$ cat src/rtl/noc_local_injector_pkg.sv
// ---------------------------------------------------------------------------
// Noc_parameters
// Shared definitions for the NoC local injector:
//   - Noc_Data_Width : flit width of the fabric
//   - inj_state_t    : injector FSM state type
//   - hdr_*_lsb      : header field offsets, derived from coordinate/length widths
//   - hdr_pack       : packs a header flit (MSB down: dst_x, dst_y, src_x, src_y,
//                      len, zero fill)
// ---------------------------------------------------------------------------
package Noc_parameters;

   localparam int Noc_Data_Width = 32;

   typedef enum logic [1:0] {
      INJ_IDLE    = 2'd0,
      INJ_WAIT_VC = 2'd1,
      INJ_HEAD    = 2'd2,
      INJ_BODY    = 2'd3
   } inj_state_t;

   function automatic int hdr_dst_x_lsb(input int coord_w);
      return Noc_Data_Width - coord_w;
   endfunction

   function automatic int hdr_dst_y_lsb(input int coord_w);
      return Noc_Data_Width - 2 * coord_w;
   endfunction

   function automatic int hdr_src_x_lsb(input int coord_w);
      return Noc_Data_Width - 3 * coord_w;
   endfunction

   function automatic int hdr_src_y_lsb(input int coord_w);
      return Noc_Data_Width - 4 * coord_w;
   endfunction

   function automatic int hdr_len_lsb(input int coord_w, input int len_w);
      return Noc_Data_Width - 4 * coord_w - len_w;
   endfunction

   // Fields arrive zero-extended to flit width; masks trim them to field size
   function automatic logic [Noc_Data_Width-1:0] hdr_pack(
      input int                        coord_w,
      input int                        len_w,
      input logic [Noc_Data_Width-1:0] dst_x,
      input logic [Noc_Data_Width-1:0] dst_y,
      input logic [Noc_Data_Width-1:0] src_x,
      input logic [Noc_Data_Width-1:0] src_y,
      input logic [Noc_Data_Width-1:0] len
   );
      logic [Noc_Data_Width-1:0] cmask;
      logic [Noc_Data_Width-1:0] lmask;
      cmask = {Noc_Data_Width{1'b1}} >> (Noc_Data_Width - coord_w);
      lmask = {Noc_Data_Width{1'b1}} >> (Noc_Data_Width - len_w);
      return ((dst_x & cmask) << hdr_dst_x_lsb(coord_w))
           | ((dst_y & cmask) << hdr_dst_y_lsb(coord_w))
           | ((src_x & cmask) << hdr_src_x_lsb(coord_w))
           | ((src_y & cmask) << hdr_src_y_lsb(coord_w))
           | ((len   & lmask) << hdr_len_lsb(coord_w, len_w));
   endfunction

endpackage

$ cat src/rtl/noc_local_injector.sv
// ---------------------------------------------------------------------------
// noc_local_injector
// Local-side packetizer: takes a packet command plus a payload word stream and
// emits header/body/tail flits on one of two injection VCs. One packet in
// flight at a time.
//
// Optional feature macro: NOC_INJ_AUTO_VC_EN
//   defined   : pkt_vc ignored; VC0 picked if ch0_vc_ready, else VC1
//   undefined : pkt_vc used strictly
//
// Ports:
//   noc_clk, noc_rst_n         clock, async active-low reset
//   pkt_valid/pkt_ready        command handshake
//   pkt_dst_x/y, pkt_len, pkt_vc  command fields
//   pl_valid/pl_ready/pl_data  payload word stream
//   chN_valid/ready/flit       flit handshake on VC N (N=0,1)
//   chN_vc_ready               VC N can take a new header
//   chN_is_header/is_tail      flit markers
// ---------------------------------------------------------------------------
module noc_local_injector
   import Noc_parameters::*;
#(
   parameter int SRC_X   = 0,
   parameter int SRC_Y   = 0,
   parameter int COORD_W = 1,
   parameter int LEN_W   = 8
) (
   input  logic                      noc_clk,
   input  logic                      noc_rst_n,
   input  logic                      pkt_valid,
   output logic                      pkt_ready,
   input  logic [COORD_W-1:0]        pkt_dst_x,
   input  logic [COORD_W-1:0]        pkt_dst_y,
   input  logic [LEN_W-1:0]          pkt_len,
   input  logic                      pkt_vc,
   input  logic                      pl_valid,
   output logic                      pl_ready,
   input  logic [Noc_Data_Width-1:0] pl_data,
   output logic                      ch0_valid,
   input  logic                      ch0_ready,
   output logic [Noc_Data_Width-1:0] ch0_flit,
   input  logic                      ch0_vc_ready,
   output logic                      ch0_is_header,
   output logic                      ch0_is_tail,
   output logic                      ch1_valid,
   input  logic                      ch1_ready,
   output logic [Noc_Data_Width-1:0] ch1_flit,
   input  logic                      ch1_vc_ready,
   output logic                      ch1_is_header,
   output logic                      ch1_is_tail
);

   localparam int W = Noc_Data_Width;

   inj_state_t           state_r;
   inj_state_t           state_nxt;
   logic                 vc_r;
   logic [COORD_W-1:0]   dst_x_r;
   logic [COORD_W-1:0]   dst_y_r;
   logic [LEN_W-1:0]     len_r;
   logic [LEN_W-1:0]     cnt_r;
   logic                 out_valid_r;
   logic                 out_head_r;
   logic                 out_tail_r;
   logic [W-1:0]         out_flit_r;
   logic                 pkt_ready_r;

   logic                 sel_ready;
   logic                 vc_go;
   logic                 vc_pick;
   logic                 out_fire;
   logic                 pl_fire;
   logic                 cmd_fire;
   logic [W-1:0]         hdr_flit;

   // Handshake qualifiers and VC choice for the current packet
   always_comb begin
      sel_ready = vc_r ? ch1_ready : ch0_ready;
`ifdef NOC_INJ_AUTO_VC_EN
      vc_go     = ch0_vc_ready | ch1_vc_ready;
      vc_pick   = ~ch0_vc_ready;
`else
      vc_go     = vc_r ? ch1_vc_ready : ch0_vc_ready;
      vc_pick   = vc_r;
`endif
      out_fire  = out_valid_r & sel_ready;
      cmd_fire  = pkt_valid & pkt_ready_r;
      hdr_flit  = hdr_pack(COORD_W, LEN_W, W'(dst_x_r), W'(dst_y_r),
                           W'(SRC_X), W'(SRC_Y), W'(len_r));
   end

   // Payload acceptance. The first word is also taken while the header
   // transfers so the body follows the header without a bubble.
   always_comb begin
      case (state_r)
         INJ_HEAD: pl_ready = out_fire & (len_r != {LEN_W{1'b0}});
         INJ_BODY: pl_ready = (cnt_r != {LEN_W{1'b0}}) & (~out_valid_r | sel_ready);
         default:  pl_ready = 1'b0;
      endcase
      pl_fire = pl_valid & pl_ready;
   end

   // Next-state logic
   always_comb begin
      case (state_r)
         INJ_IDLE: begin
            if (cmd_fire) state_nxt = INJ_WAIT_VC;
            else          state_nxt = INJ_IDLE;
         end
         INJ_WAIT_VC: begin
            if (vc_go) state_nxt = INJ_HEAD;
            else       state_nxt = INJ_WAIT_VC;
         end
         INJ_HEAD: begin
            if (!out_fire)                      state_nxt = INJ_HEAD;
            else if (len_r == {LEN_W{1'b0}})    state_nxt = INJ_IDLE;
            else                                state_nxt = INJ_BODY;
         end
         INJ_BODY: begin
            if (out_fire && out_tail_r) state_nxt = INJ_IDLE;
            else                        state_nxt = INJ_BODY;
         end
         default: state_nxt = INJ_IDLE;
      endcase
   end

   // FSM, command latch, length counter and output register
   always_ff @(posedge noc_clk or negedge noc_rst_n) begin
      if (!noc_rst_n) begin
         state_r     <= INJ_IDLE;
         pkt_ready_r <= 1'b0;
         vc_r        <= 1'b0;
         dst_x_r     <= {COORD_W{1'b0}};
         dst_y_r     <= {COORD_W{1'b0}};
         len_r       <= {LEN_W{1'b0}};
         cnt_r       <= {LEN_W{1'b0}};
         out_valid_r <= 1'b0;
         out_head_r  <= 1'b0;
         out_tail_r  <= 1'b0;
         out_flit_r  <= {W{1'b0}};
      end else begin
         state_r     <= state_nxt;
         // Registered so the command port stays closed while in reset
         pkt_ready_r <= (state_nxt == INJ_IDLE);
         case (state_r)
            INJ_IDLE: begin
               if (cmd_fire) begin
                  dst_x_r <= pkt_dst_x;
                  dst_y_r <= pkt_dst_y;
                  len_r   <= pkt_len;
`ifndef NOC_INJ_AUTO_VC_EN
                  vc_r    <= pkt_vc;
`endif
               end
            end
            INJ_WAIT_VC: begin
               if (vc_go) begin
                  vc_r        <= vc_pick;
                  out_valid_r <= 1'b1;
                  out_head_r  <= 1'b1;
                  out_tail_r  <= (len_r == {LEN_W{1'b0}});
                  out_flit_r  <= hdr_flit;
               end
            end
            INJ_HEAD: begin
               if (out_fire) begin
                  out_head_r <= 1'b0;
                  if (pl_fire) begin
                     out_valid_r <= 1'b1;
                     out_flit_r  <= pl_data;
                     out_tail_r  <= (len_r == LEN_W'(1));
                     cnt_r       <= len_r - LEN_W'(1);
                  end else begin
                     out_valid_r <= 1'b0;
                     out_tail_r  <= 1'b0;
                     cnt_r       <= len_r;
                  end
               end
            end
            INJ_BODY: begin
               if (pl_fire) begin
                  out_valid_r <= 1'b1;
                  out_flit_r  <= pl_data;
                  out_tail_r  <= (cnt_r == LEN_W'(1));
                  cnt_r       <= cnt_r - LEN_W'(1);
               end else if (out_fire) begin
                  out_valid_r <= 1'b0;
                  out_tail_r  <= 1'b0;
               end
            end
            default: begin
               out_valid_r <= 1'b0;
            end
         endcase
      end
   end

   assign pkt_ready = pkt_ready_r;

   // Steer the single output register onto the selected VC; the other is idle
   always_comb begin
      if (vc_r) begin
         ch0_valid     = 1'b0;
         ch0_flit      = {W{1'b0}};
         ch0_is_header = 1'b0;
         ch0_is_tail   = 1'b0;
         ch1_valid     = out_valid_r;
         ch1_flit      = out_flit_r;
         ch1_is_header = out_head_r;
         ch1_is_tail   = out_tail_r;
      end else begin
         ch0_valid     = out_valid_r;
         ch0_flit      = out_flit_r;
         ch0_is_header = out_head_r;
         ch0_is_tail   = out_tail_r;
         ch1_valid     = 1'b0;
         ch1_flit      = {W{1'b0}};
         ch1_is_header = 1'b0;
         ch1_is_tail   = 1'b0;
      end
   end

endmodule

$ cat config.mk
export PLATFORM = sky130hd
export DESIGN_NAME = noc_local_injector
export DESIGN_NICKNAME = d
export VERILOG_FILES = /design/src/rtl/noc_local_injector_pkg.sv /design/src/rtl/noc_local_injector.sv
export SDC_FILE = /design/constraint.sdc
export NUM_CORES = 1
export LEC_CHECK = 0
export BUFFER_PORTS_ARGS = -buffer_cell sky130_fd_sc_hd__buf_2
export CAP_MARGIN = 20
export CORE_MARGIN = 2
export CORE_UTILIZATION = 45
export DETAILED_ROUTE_END_ITERATION = 12
export HOLD_SLACK_MARGIN = 0.1
export PLACE_DENSITY_LB_ADDON = 0.3
export SLEW_MARGIN = 40
export SYNTH_ARGS = -nofsm -noshare
export SYNTH_HDL_FRONTEND = slang
export SYNTH_SLANG_ARGS = --single-unit
$ cat constraint.sdc
create_clock -name noc_clk -period 1.9 [get_ports noc_clk]
set_input_delay 0.285 -clock noc_clk [delete_from_list [all_inputs] [get_ports noc_clk]]
set_output_delay 0.285 -clock noc_clk [all_outputs]
set_load 0.01 [all_outputs]
Word level (Yosys, flattened, before mapping)
Index checks and enable logic that the tools add are counted.
{ "totals": {"regBits": 57, "out_inout_bits": 72, "in_bits": 51} }
{ "op_classes": {"reduce_logical": 14, "add_sub_neg": 2, "n_bitwise": 9, "muxes": 37, "n_eq_ne": 9} }
{ "op_table": {"columns": ["operator", "count"], "rows": [
  ["32-bit 2-to-1 mux", 5],
  ["32-bit case mux with 3 select lines", 1],
  ["32-bit by 28-bit OR with 32-bit output", 1],
  ["32-bit by 31-bit OR with 32-bit output", 1],
  ["8-bit 2-to-1 mux", 3],
  ["1-bit 2-to-1 mux", 18],
  ["8-bit by 1-bit equality test with 1-bit output (second input constant)", 2],
  ["8-bit case mux with 2 select lines", 1],
  ["8-bit nonzero test", 2],
  ["8-bit by 1-bit subtractor with 8-bit output (second input constant)", 2],
  ["3-bit AND reduction", 3],
  ["8-bit logical NOT", 1],
  ["2-bit 2-to-1 mux", 4],
  ["2-bit case mux with 4 select lines", 1],
  ["2-bit != test (second input constant)", 3],
  ["1-bit case mux with 3 select lines", 2],
  ["1-bit AND", 5],
  ["2-bit equality test (second input constant)", 2],
  ["2-bit logical NOT", 2],
  ["1-bit case mux with 2 select lines", 2],
  ["4-bit AND reduction", 1],
  ["2-bit nonzero test", 2],
  ["3-bit != test (second input constant)", 1],
  ["3-bit nonzero test", 1],
  ["5 further kinds", 5]
]} }

Logic depth before layout (Yosys ltp)
Gate-level depths: netlist (run 1).
{ "depth": {"depth_word": 8, "depth_mapped": 9, "ltp_nobuf": 7} }

Least setup slack after synthesis (run 1)
No wires, ideal clock.
{ "synth_timing": {"kind": "flip-flop to flip-flop", "start": "reg vc_r (netlist: vc_pick)", "end": "reg cnt_r[5]", "setup_ns": 0.126, "n_path_buf": 2, "arrival_time_ns": 1.843, "period_less_slack_ns": 1.969, "setup_slack_ns": -0.069, "stages_incl_launch_ff": 9, "cell_sequence": "dfrtp_1 buf_6 mux2_4 and4b_1 buf_6 a22o_4 nand3b_2 xnor2_1 a221o_1"} }
{ "synth_via": {"elab_chain_cells": 8} }
{ "synth_rtl": {"columns": ["item", "line", "source"], "rows": [
  ["start, declared", "noc_local_injector.sv:57", "logic vc_r;"],
  ["start signal, assigned", "noc_local_injector.sv:152", "vc_r <= pkt_vc;"],
  ["start signal, assigned", "noc_local_injector.sv:158", "vc_r <= vc_pick;"],
  ["1-bit 2-to-1 mux (*)", "noc_local_injector.sv:78", "sel_ready = vc_r ? ch1_ready : ch0_ready;"],
  ["1-bit OR / 1-bit AND (equally long branches)", "noc_local_injector.sv:97, noc_local_injector.sv:86", null],
  ["1-bit AND (on tied branches)", "noc_local_injector.sv:97, noc_local_injector.sv:96", null],
  ["1-bit case mux with 2 select lines (*)", "noc_local_injector.sv:95", "case (state_r)"],
  ["named net pl_ready", "noc_local_injector.sv:37", "output logic pl_ready,"],
  ["1-bit AND (*)", "noc_local_injector.sv:100", "pl_fire = pl_valid & pl_ready;"],
  ["8-bit 2-to-1 mux", "noc_local_injector.sv:168", "if (pl_fire) begin"],
  ["8-bit 2-to-1 mux", "noc_local_injector.sv:166", "if (out_fire) begin"],
  ["8-bit case mux with 2 select lines", "noc_local_injector.sv:145", "case (state_r)"],
  ["end signal, assigned", "noc_local_injector.sv:172", "cnt_r <= len_r - LEN_W'(1);"],
  ["end signal, assigned", "noc_local_injector.sv:176", "cnt_r <= len_r;"],
  ["end signal, assigned", "noc_local_injector.sv:185", "cnt_r <= cnt_r - LEN_W'(1);"],
  ["end, declared", "noc_local_injector.sv:61", "logic [LEN_W-1:0] cnt_r;"]
]} }
The timed path passes the listed nets; every way through them passes the cells marked *. The select of a mux whose other input is x is not followed.
A chain may end at the register's enable or synchronous reset.

Worst setup path after layout (run 1)
{ "layout_timing": {"start": "reg cnt_r[6]", "end": "out pl_ready"} }
{ "layout_via": {"elab_chain_cells": 3} }
{ "layout_rtl": {"columns": ["item", "line", "source"], "rows": [
  ["start signal, assigned", "noc_local_injector.sv:136", "cnt_r <= {LEN_W{1'b0}};"],
  ["start signal, assigned", "noc_local_injector.sv:172", null],
  ["start signal, assigned", "noc_local_injector.sv:176", null],
  ["8-bit nonzero test", "noc_local_injector.sv:97", "INJ_BODY: pl_ready = (cnt_r != {LEN_W{1'b0}}) & (~out_valid_r | sel_ready);"],
  ["1-bit AND", "noc_local_injector.sv:97", null],
  ["1-bit case mux with 2 select lines", "noc_local_injector.sv:95", null],
  ["end, declared", "noc_local_injector.sv:37", null]
]} }
No other way between the ends.

==> impl_metrics.json, run 1 <==
{
  "status": "complete, but fails checks",
  "violations": "setup timing",
  "grt_pass1_vias": 2963,
  "ys_ff_latch": 57,
  "setup_violations": 42,
  "tightest_slew_ns": 0.408,
  "drive_gt1_share_pct": 51.7,
  "r2r-start": "cnt_r[6]",
  "yosysUniqueCellTypes": 48,
  "postRouteAntennaNets": 0,
  "area_growth_pct": 55.0,
  "numCtsBuffers": 9,
  "design_area_um2": 5120,
  "min_period_ns": 2.09,
  "hold-worst-slack_ns": 0.160,
  "core_um2": 7180,
  "gr-usage-all-layers_pct": 21.9,
  "dieWidth_um": 89.7,
  "synth_seq_area_share_pct": 43.2,
  "cap_violations": 0,
  "clock_latency_ns": 0.33,
  "drt_pass1_iterations": 4,
  "dpl_cell_area_um2": 4260,
  "ir_drop_v": 0.000887,
  "rr_worst_depth": 8,
  "avgSynthCellArea_um2": 8.98,
  "io_buffers": 122,
  "hold_viol": 0,
  "wirelength_mm": 10.3,
  "worst_hold_path.endpoint": "len_r[0]",
  "p_leak_nw": 2.58,
  "die_area_um2": 8040,
  "grt_max_degree": 54,
  "cts_num_sinks": 57,
  "ys_warn_count": 0,
  "antenna_cells": 0,
  "num_rows": 31,
  "clock_skew_ns": 0.00870,
  "arrival_ns": 1.80,
  "synth_ff_type": "dfrtp_1",
  "synth_top_area_share_pct": 43.2,
  "clock.fmax_mhz": 479,
  "dpl.cell_count": 608,
  "start_util_pct": 46.0,
  "powerDensity_nw_per_um2": 1530,
  "min_from": "pkt_len[0]",
  "via_per_inst": 5.18,
  "vias": 3333,
  "synth.cell_area_um2": 3300,
  "relSlewSlack_pct": 72.8,
  "crit_path_max_fanout": 2,
  "hold_path.class": "input port to register",
  "antenna_found_initial": 0,
  "timing.rr.end": "cnt_r[5]",
  "reg2reg_slack_ns": -0.18,
  "slew_violations": 0,
  "hold_depth": 3,
  "final.period_utilization_pct": 110,
  "synth_nets": 424,
  "cp-end-kind": "output pin",
  "ios": 123,
  "gp_congestion": 0.903,
  "grt_overflow": 0,
  "fin_cells": 644,
  "setup_ws_ns": -0.186,
  "drt_first_iter_violations": 143,
  "worstPathRequired_ns": 1.62,
  "synthTopCellsByArea": "dfrtp_1 43%, and2_1 6.8%, nor2_1 4.9%",
  "place_hpwl_mm": 6.92,
  "die_y_um": 89.7,
  "grt_pass1_wl_mm": 13.5,
  "cts_max_level": 3,
  "yosysTopAreaCell": "dfrtp_1",
  "synthCells": 368,
  "mostFrequentLayoutCell": "buf_2",
  "cp-start-kind": "register",
  "cts_tree": "yes",
  "root_buffer": "clkbuf_8",
  "rsz0062_at_grt": "true",
  "synth-edff-count": 0,
  "path_class": "register to output pin",
  "setup_tns_ns": -3.05,
  "ys_async_sr_fraction_pct": 100,
  "nNetsFinal": 596,
  "wl_per_cell_um": 15.9,
  "fill_cells": 511,
  "final_cell_mix": "122 x buf_2, 56 x dfrtp_1, 43 x buf_4, 36 x and2_1, 32 x nor2_1",
  "drcViolationCount": 0,
  "clockBufferDepth": 2,
  "clk_pin_slew_ns": 0.06
}
[where the power goes]
| part | internal, mW | total, mW | switching, mW |
|---|---|---|---|
| Sequential | 1.73 | 2.14 | 0.404 |
| Combinational | 2.26 | 4.69 | 2.43 |
| Clock | 0.538 | 0.995 | 0.457 |
| Total | 4.53 | 7.82 | 3.29 |
[per-layer routing]
metal	routed length, µm	global-route usage, %	up-vias
met5	0	0	-
met3	625	4.48	14
met4	188	11.0	0
met2	5180	36.4	134
li1	-	-	1597
met1	4280	27.2	1588
[critical path, stage by stage, from the launching register on]
cell and delay, ns:
dfrtp_1 0.38, or3_4 0.39, nand4bb_4 0.23, a22o_4 0.26, buf_6 0.11, buf_6 0.11
[timing repair]
item,CTS,global route
hold buffers,1,0
cloned,0,8
endpoints found under the setup margin,65,65
pin swaps,4,32
endpoints found under the hold margin,14,0
gates resized for setup,12,99
setup buffers,5,6
[Yosys cell counts, types with 8 or more instances]
| cell | number |
|---|---|
| mux2_2 | 10 |
| dfrtp_1 | 57 |
| nor2_1 | 43 |
| mux2i_1 | 12 |
| nor3_1 | 8 |
| nor2b_1 | 12 |
| a21oi_1 | 16 |
| clkbuf_1 | 12 |
| o21ai_1 | 8 |
| nand3_1 | 31 |
| nand2_1 | 14 |
| o21ai_0 | 23 |
| inv_1 | 28 |
| and2_1 | 36 |
[registers in the layout, indices dropped and copies added (netlist names)]
| register | count |
|---|---|
| out_head_r | 1 |
| dst_y_r | 1 |
| vc_pick | 1 |
| pkt_ready | 1 |
| cnt_r | 8 |
| out_flit_r | 32 |
| dst_x_r | 1 |
| state_r | 2 |
| out_valid_r | 1 |
| len_r | 8 |
| out_tail_r | 1 |
[metrics by stage]
stage	total power [mW]	setup WS, ns	util (%)
after floorplan	4.26	-0.0269	-
final	7.82	-0.186	71.4
after global placement	5.50	0.00110	59.4
after detailed placement	5.62	-0.0522	59.4
after global routing	8.34	-0.240	71.4
after CTS	6.77	-0.173	63.2
[kinds of logic (layout without fill, tap and decap cells)]
logic type | count (synthesis) | count (layout) | share of synthesized area [%]
AOI/OAI and AO/OA | 66 | 66 | 12.3
DFF | 57 | 57 | 43.2
xor gates and xnor gates | 5 | 5 | 1.33
buffers and inverters | 51 | 228 | 7.23
muxes | 23 | 23 | 7.50
and+or+nand+nor | 161 | 161 | 26.5
adders and majority gates | 5 | 5 | 1.89
[layout make-up]
cell class                 count  area (µm²)  share of cell area, %
tap                           99         124                   2.42
inverter                      28         105                   2.05
timing repair buffer         184        1240                   24.3
clock buffer                  13         159                   3.10
sequential                    57        1430                   27.9
clock inverter                 3        15.0                  0.293
multi-input combinational    260        2040                   39.9
[worst max-delay path by stage]
stage / startpoint / to / slack, ns / cells past startpoint
floorplan: vc_pick / cnt_r[5] / -0.03 / 8
global placement: state_r[1] / cnt_r[2] / 0.001 / 6
detailed placement: vc_pick / out_flit_r[28] / -0.05 / 7
CTS: cnt_r[6] / pl_ready / -0.17 / 5
global route: len_r[6] / pl_ready / -0.24 / 6
finish: cnt_r[6] / pl_ready / -0.19 / 5
(Power assumes the default switching activity.)
==> run 2: changes to the inputs <==
CORE_UTILIZATION = 54   (was 45)
clock period = 2.6 ns   (was 1.9 ns; I/O delays follow)
==> impl_metrics.json, run 2 (same netlist as run 1, synthesis figures left out) <==
{
  "numCtsBuffers": 9,
  "drt_first_iter_violations": 131,
  "path_cells": "nor4_1 -> nand3_1 -> a22o_4 -> buf_2",
  "p_leak_nw": 2.19,
  "cp_slowest_stage_delay_ns": 0.53,
  "antenna_found_initial": 0,
  "cts_tree": "yes",
  "hold_viol": 0,
  "place_hpwl_mm": 6.09,
  "clk_pin_slew_ns": 0.06,
  "worstPathRequired_ns": 2.21,
  "status": "finished, final reports clean",
  "final_cell_mix": "122 x buf_2, 56 x dfrtp_1, 43 x nor2_1, 36 x and2_1, 31 x nand3_1",
  "cp-start-kind": "register",
  "ir_drop_v": 0.000563,
  "gr-usage-all-layers_pct": 24.9,
  "regMostFlops": "out_flit_r",
  "slew_violations": 0,
  "grt_overflow": 0,
  "relSlewSlack_pct": 62.7,
  "antenna_cells": 0,
  "wirelength_mm": 8.13,
  "clock_skew_ns": 0.0103,
  "cap_violations": 0,
  "design_area_um2": 4170,
  "grt_max_degree": 73,
  "grt_pass1_vias": 2762,
  "dpl_cell_area_um2": 3950,
  "post_cts_resized": 0,
  "powerDensity_nw_per_um2": 1120,
  "ios": 123,
  "die_y_um": 82.2,
  "cp-end-kind": "output pin",
  "cts_num_sinks": 57,
  "cts_max_level": 3,
  "min_period_ns": 2.45,
  "setup_violations": 0,
  "setup_tns_ns": 0,
  "root_buffer": "clkbuf_8",
  "drt_pass1_iterations": 4,
  "rsz0062_at_grt": "false",
  "gp_congestion": 0.900,
  "nNetsFinal": 544,
  "cp_slowest_cell": "nor4_1",
  "clock.fmax_mhz": 408,
  "io_buffers": 122,
  "drcViolationCount": 0,
  "tightest_slew_ns": 0.560,
  "die_area_um2": 6760,
  "path_class": "register to output pin",
  "area_growth_pct": 26.3,
  "postRouteAntennaNets": 0,
  "crit_path_max_fanout": 7,
  "dieWidth_um": 82.2,
  "vias": 3025,
  "arrival_ns": 2.06,
  "clock_latency_ns": 0.34,
  "num_rows": 28,
  "mostFrequentLayoutCell": "buf_2",
  "final.period_utilization_pct": 94.2,
  "grt_pass1_wl_mm": 12.7,
  "core_um2": 5920,
  "start_util_pct": 55.8,
  "largest_register_ffs": 32,
  "via_per_inst": 5.33,
  "reg_top3": "out_flit_r x32, cnt_r x8, len_r x8",
  "hold_path.class": "input port to register",
  "drive_gt1_share_pct": 33.7,
  "wl_per_cell_um": 14.3,
  "clockBufferDepth": 2
}
==> run 2: metrics by stage <==
stage / instances / setup slack, ns / total power, mW / hold WS (ns) / utilization, %
6_report: 568 / 0.151 / 4.69 / 0.265 / 70.5
5_1_grt: 568 / 0.0602 / 5.10 / 0.280 / 70.5
4_1_cts: 568 / 0.143 / 4.71 / 0.253 / 70.5
3_5_place_dp: 551 / 0.383 / 3.79 / 0.332 / 66.7
3_3_place_gp: 551 / 0.390 / 3.72 / 0.329 / 66.7
2_1_floorplan: 368 / 0.631 / 3.08 / 0.0944 / -
==> run 2: area by class of cell <==
class,count,area (µm²)
multi-input cells,260,1640
well taps,75,93.8
clock buffers,13,149
fillers,507,1750
flip-flops and latches,57,1430
clock inverters,3,65.1
repair buffers,132,688
inverters,28,105
==> run 2: final timing paths <==
path	start	endpoint	slack, ns	depth (start not counted)
hold reg to reg	dst_y_r	dst_y_r	0.51	1
hold / removal	pkt_len[1]	len_r[1]	0.27	3
setup reg to reg	len_r[0]	out_flit_r[19]	0.35	8
min in group asynchronous	noc_rst_n	out_flit_r[11]	0.50	2
max in group asynchronous	noc_rst_n	out_flit_r[26]	1.49	3
setup / recovery	len_r[4]	pl_ready	0.15	4
==> run 2: timing repair <==
item / 4_1_cts / 5_1_grt
hold buffers: 1 / 0
buffers inserted: 0 / 0
endpoints found under the hold margin: 16 / 0
==> run 2: worst max-delay path: cells and delay by family (launching register included) <==
kind,cells,cell delay (ns)
simple gates,2,0.81
compound gates,1,0.32
flops,1,0.45
buf+inv,1,0.14
==> run 2: metal layers <==
metal | track usage, % | up-vias | share of wire [%]
li1 | - | 1489 | -
met1 | 30.3 | 1407 | 41
met2 | 42.9 | 121 | 50
met3 | 5.22 | 8 | 7.5
met4 | 10.3 | 0 | 1.3
met5 | 0 | - | 0
==> run 2: where the power goes <==
part,switching [mW],internal [mW]
Sequential,0.310,1.27
Combinational,1.25,0.951
Clock,0.344,0.566
==> run 3: changes to the inputs <==
SETUP_SLACK_MARGIN = 0.4   (was not set)
==> impl_metrics.json, run 3 (same netlist as run 1, synthesis figures left out) <==
{
  "tightest_slew_ns": 0.391,
  "ios": 123,
  "grt_pass1_vias": 2794,
  "fin_util_pct": 72.2,
  "setup_violations": 0,
  "clockBufferDepth": 2,
  "grt_overflow": 0,
  "via_per_inst": 5.33,
  "reg_top3": "out_flit_r x32, cnt_r x8, len_r x8",
  "final.period_utilization_pct": 83.1,
  "core_um2": 5920,
  "largest_register_ffs": 32,
  "io_buffers": 122,
  "path_cells": "mux2_4 -> and4b_2 -> a22o_4 -> buf_2",
  "antenna_found_initial": 0,
  "timing.rr.end": "out_flit_r[19]",
  "cts_tree": "yes",
  "mostFrequentLayoutCell": "buf_2",
  "place_hpwl_mm": 6.09,
  "gr-usage-all-layers_pct": 25.3,
  "path_class": "register to output pin",
  "cap_violations": 0,
  "vias": 3069,
  "crit_path_max_fanout": 5,
  "hold_depth": 3,
  "regMostFlops": "out_flit_r",
  "clock_latency_ns": 0.34,
  "numCtsBuffers": 9,
  "worstPathRequired_ns": 2.21,
  "setup_tns_ns": 0,
  "final_cell_mix": "122 x buf_2, 54 x dfrtp_1, 43 x nor2_1, 36 x and2_1, 30 x nand3_1",
  "p_leak_nw": 2.23,
  "power.total_mw": 4.77,
  "grt_pass1_wl_mm": 12.9,
  "setup_ws_ns": 0.438,
  "powerDensity_nw_per_um2": 1120,
  "status": "finished, final reports clean",
  "clk_pin_slew_ns": 0.06,
  "worst_hold_path.endpoint": "len_r[1]",
  "grt_max_degree": 73,
  "nNetsFinal": 552,
  "clock_skew_ns": 0.00861,
  "cp_slowest_stage_delay_ns": 0.42,
  "wl_per_cell_um": 14.4,
  "hold_path.class": "input port to register",
  "cp-start-kind": "register",
  "area_growth_pct": 29.4,
  "die_area_um2": 6760,
  "cp_slowest_cell": "dfrtp_2",
  "relSlewSlack_pct": 74.0,
  "gp_congestion": 0.900,
  "min_period_ns": 2.16,
  "cts_num_sinks": 57,
  "clock.fmax_mhz": 463,
  "num_rows": 28,
  "die_y_um": 82.2,
  "drcViolationCount": 0,
  "antenna_cells": 0,
  "hold_viol": 0,
  "drive_gt1_share_pct": 36.3,
  "rsz0062_at_grt": "true",
  "rr_worst_depth": 8,
  "postRouteAntennaNets": 0,
  "ir_drop_v": 0.000557,
  "drt_pass1_iterations": 4,
  "cp-end-kind": "output pin",
  "cts_max_level": 3,
  "arrival_ns": 1.77,
  "pre_cts_ws_ns": 0.383,
  "min_from": "pkt_len[1]",
  "start_util_pct": 55.8,
  "dieWidth_um": 82.2,
  "slew_violations": 0,
  "drt_first_iter_violations": 168,
  "root_buffer": "clkbuf_8",
  "r2r-start": "cnt_r[5]",
  "wirelength_mm": 8.32,
  "reg2reg_slack_ns": 0.50
}
## run 3: area by class of cell
type                    instances  area, µm²
clock inverters                 3       65.1
fillers                       490       1650
well taps                      75       93.8
flip-flops and latches         57       1430
clock buffers                  13        149
inverters                      28        105
repair buffers                140        756
multi-input cells             260       1670
## run 3: repair_timing
item                                   CTS  global route
buffers inserted                         3             5
hold buffers                             1             0
pin swaps                                1             3
gates resized for setup                  5             7
endpoints found under the hold margin   16             0
setup endpoints to repair                3            36
## run 3: per-stage QoR
step                      cells  hold WS, ns  instance area [µm²]
after floorplan             368       0.0944                 3300
after detailed placement    551        0.332                 3950
after global routing        576        0.280                 4270
final                       576        0.256                 4270
after CTS                   571        0.253                 4220
after global placement      551        0.329                 3950
## run 3: worst max path at each step
stage	depth (start not counted)	from	slack [ns]	to
final	4	vc_pick	0.44	pl_ready
after global routing	4	vc_pick	0.39	pl_ready
after CTS	8	vc_pick	0.39	out_flit_r[19]
after detailed placement	8	len_r[0]	0.38	out_flit_r[19]
after global placement	6	len_r[4]	0.39	cnt_r[5]
after floorplan	8	vc_pick	0.63	cnt_r[5]
## run 3: power by group
group / total [mW] / switching [mW] / internal [mW] / leakage [nW]
sequential: 1.59 / 0.319 / 1.27 / 0.679
combinational: 2.28 / 1.27 / 1.00 / 1.44
clock: 0.905 / 0.340 / 0.565 / 0.108
total: 4.77 / 1.93 / 2.83 / 2.23
## run 3: routing by layer
metal,up-vias,wire length (µm),global-route usage [%],part of all wire (%)
met1,1430,3450,30.9,41
li1,1501,-,-,-
met4,0,144,10.5,1.7
met5,-,0,0,0
met2,127,4140,43.3,50
met3,11,585,5.43,7.0
## run 3: worst max-delay path: cells and delay by family (launching register included)
kind / cells / cell delay [ns]
buffers and inverters: 1 / 0.14
DFF: 1 / 0.42
and+or+nand+nor: 1 / 0.27
AOI/OAI and AO/OA: 1 / 0.26
muxes: 1 / 0.33
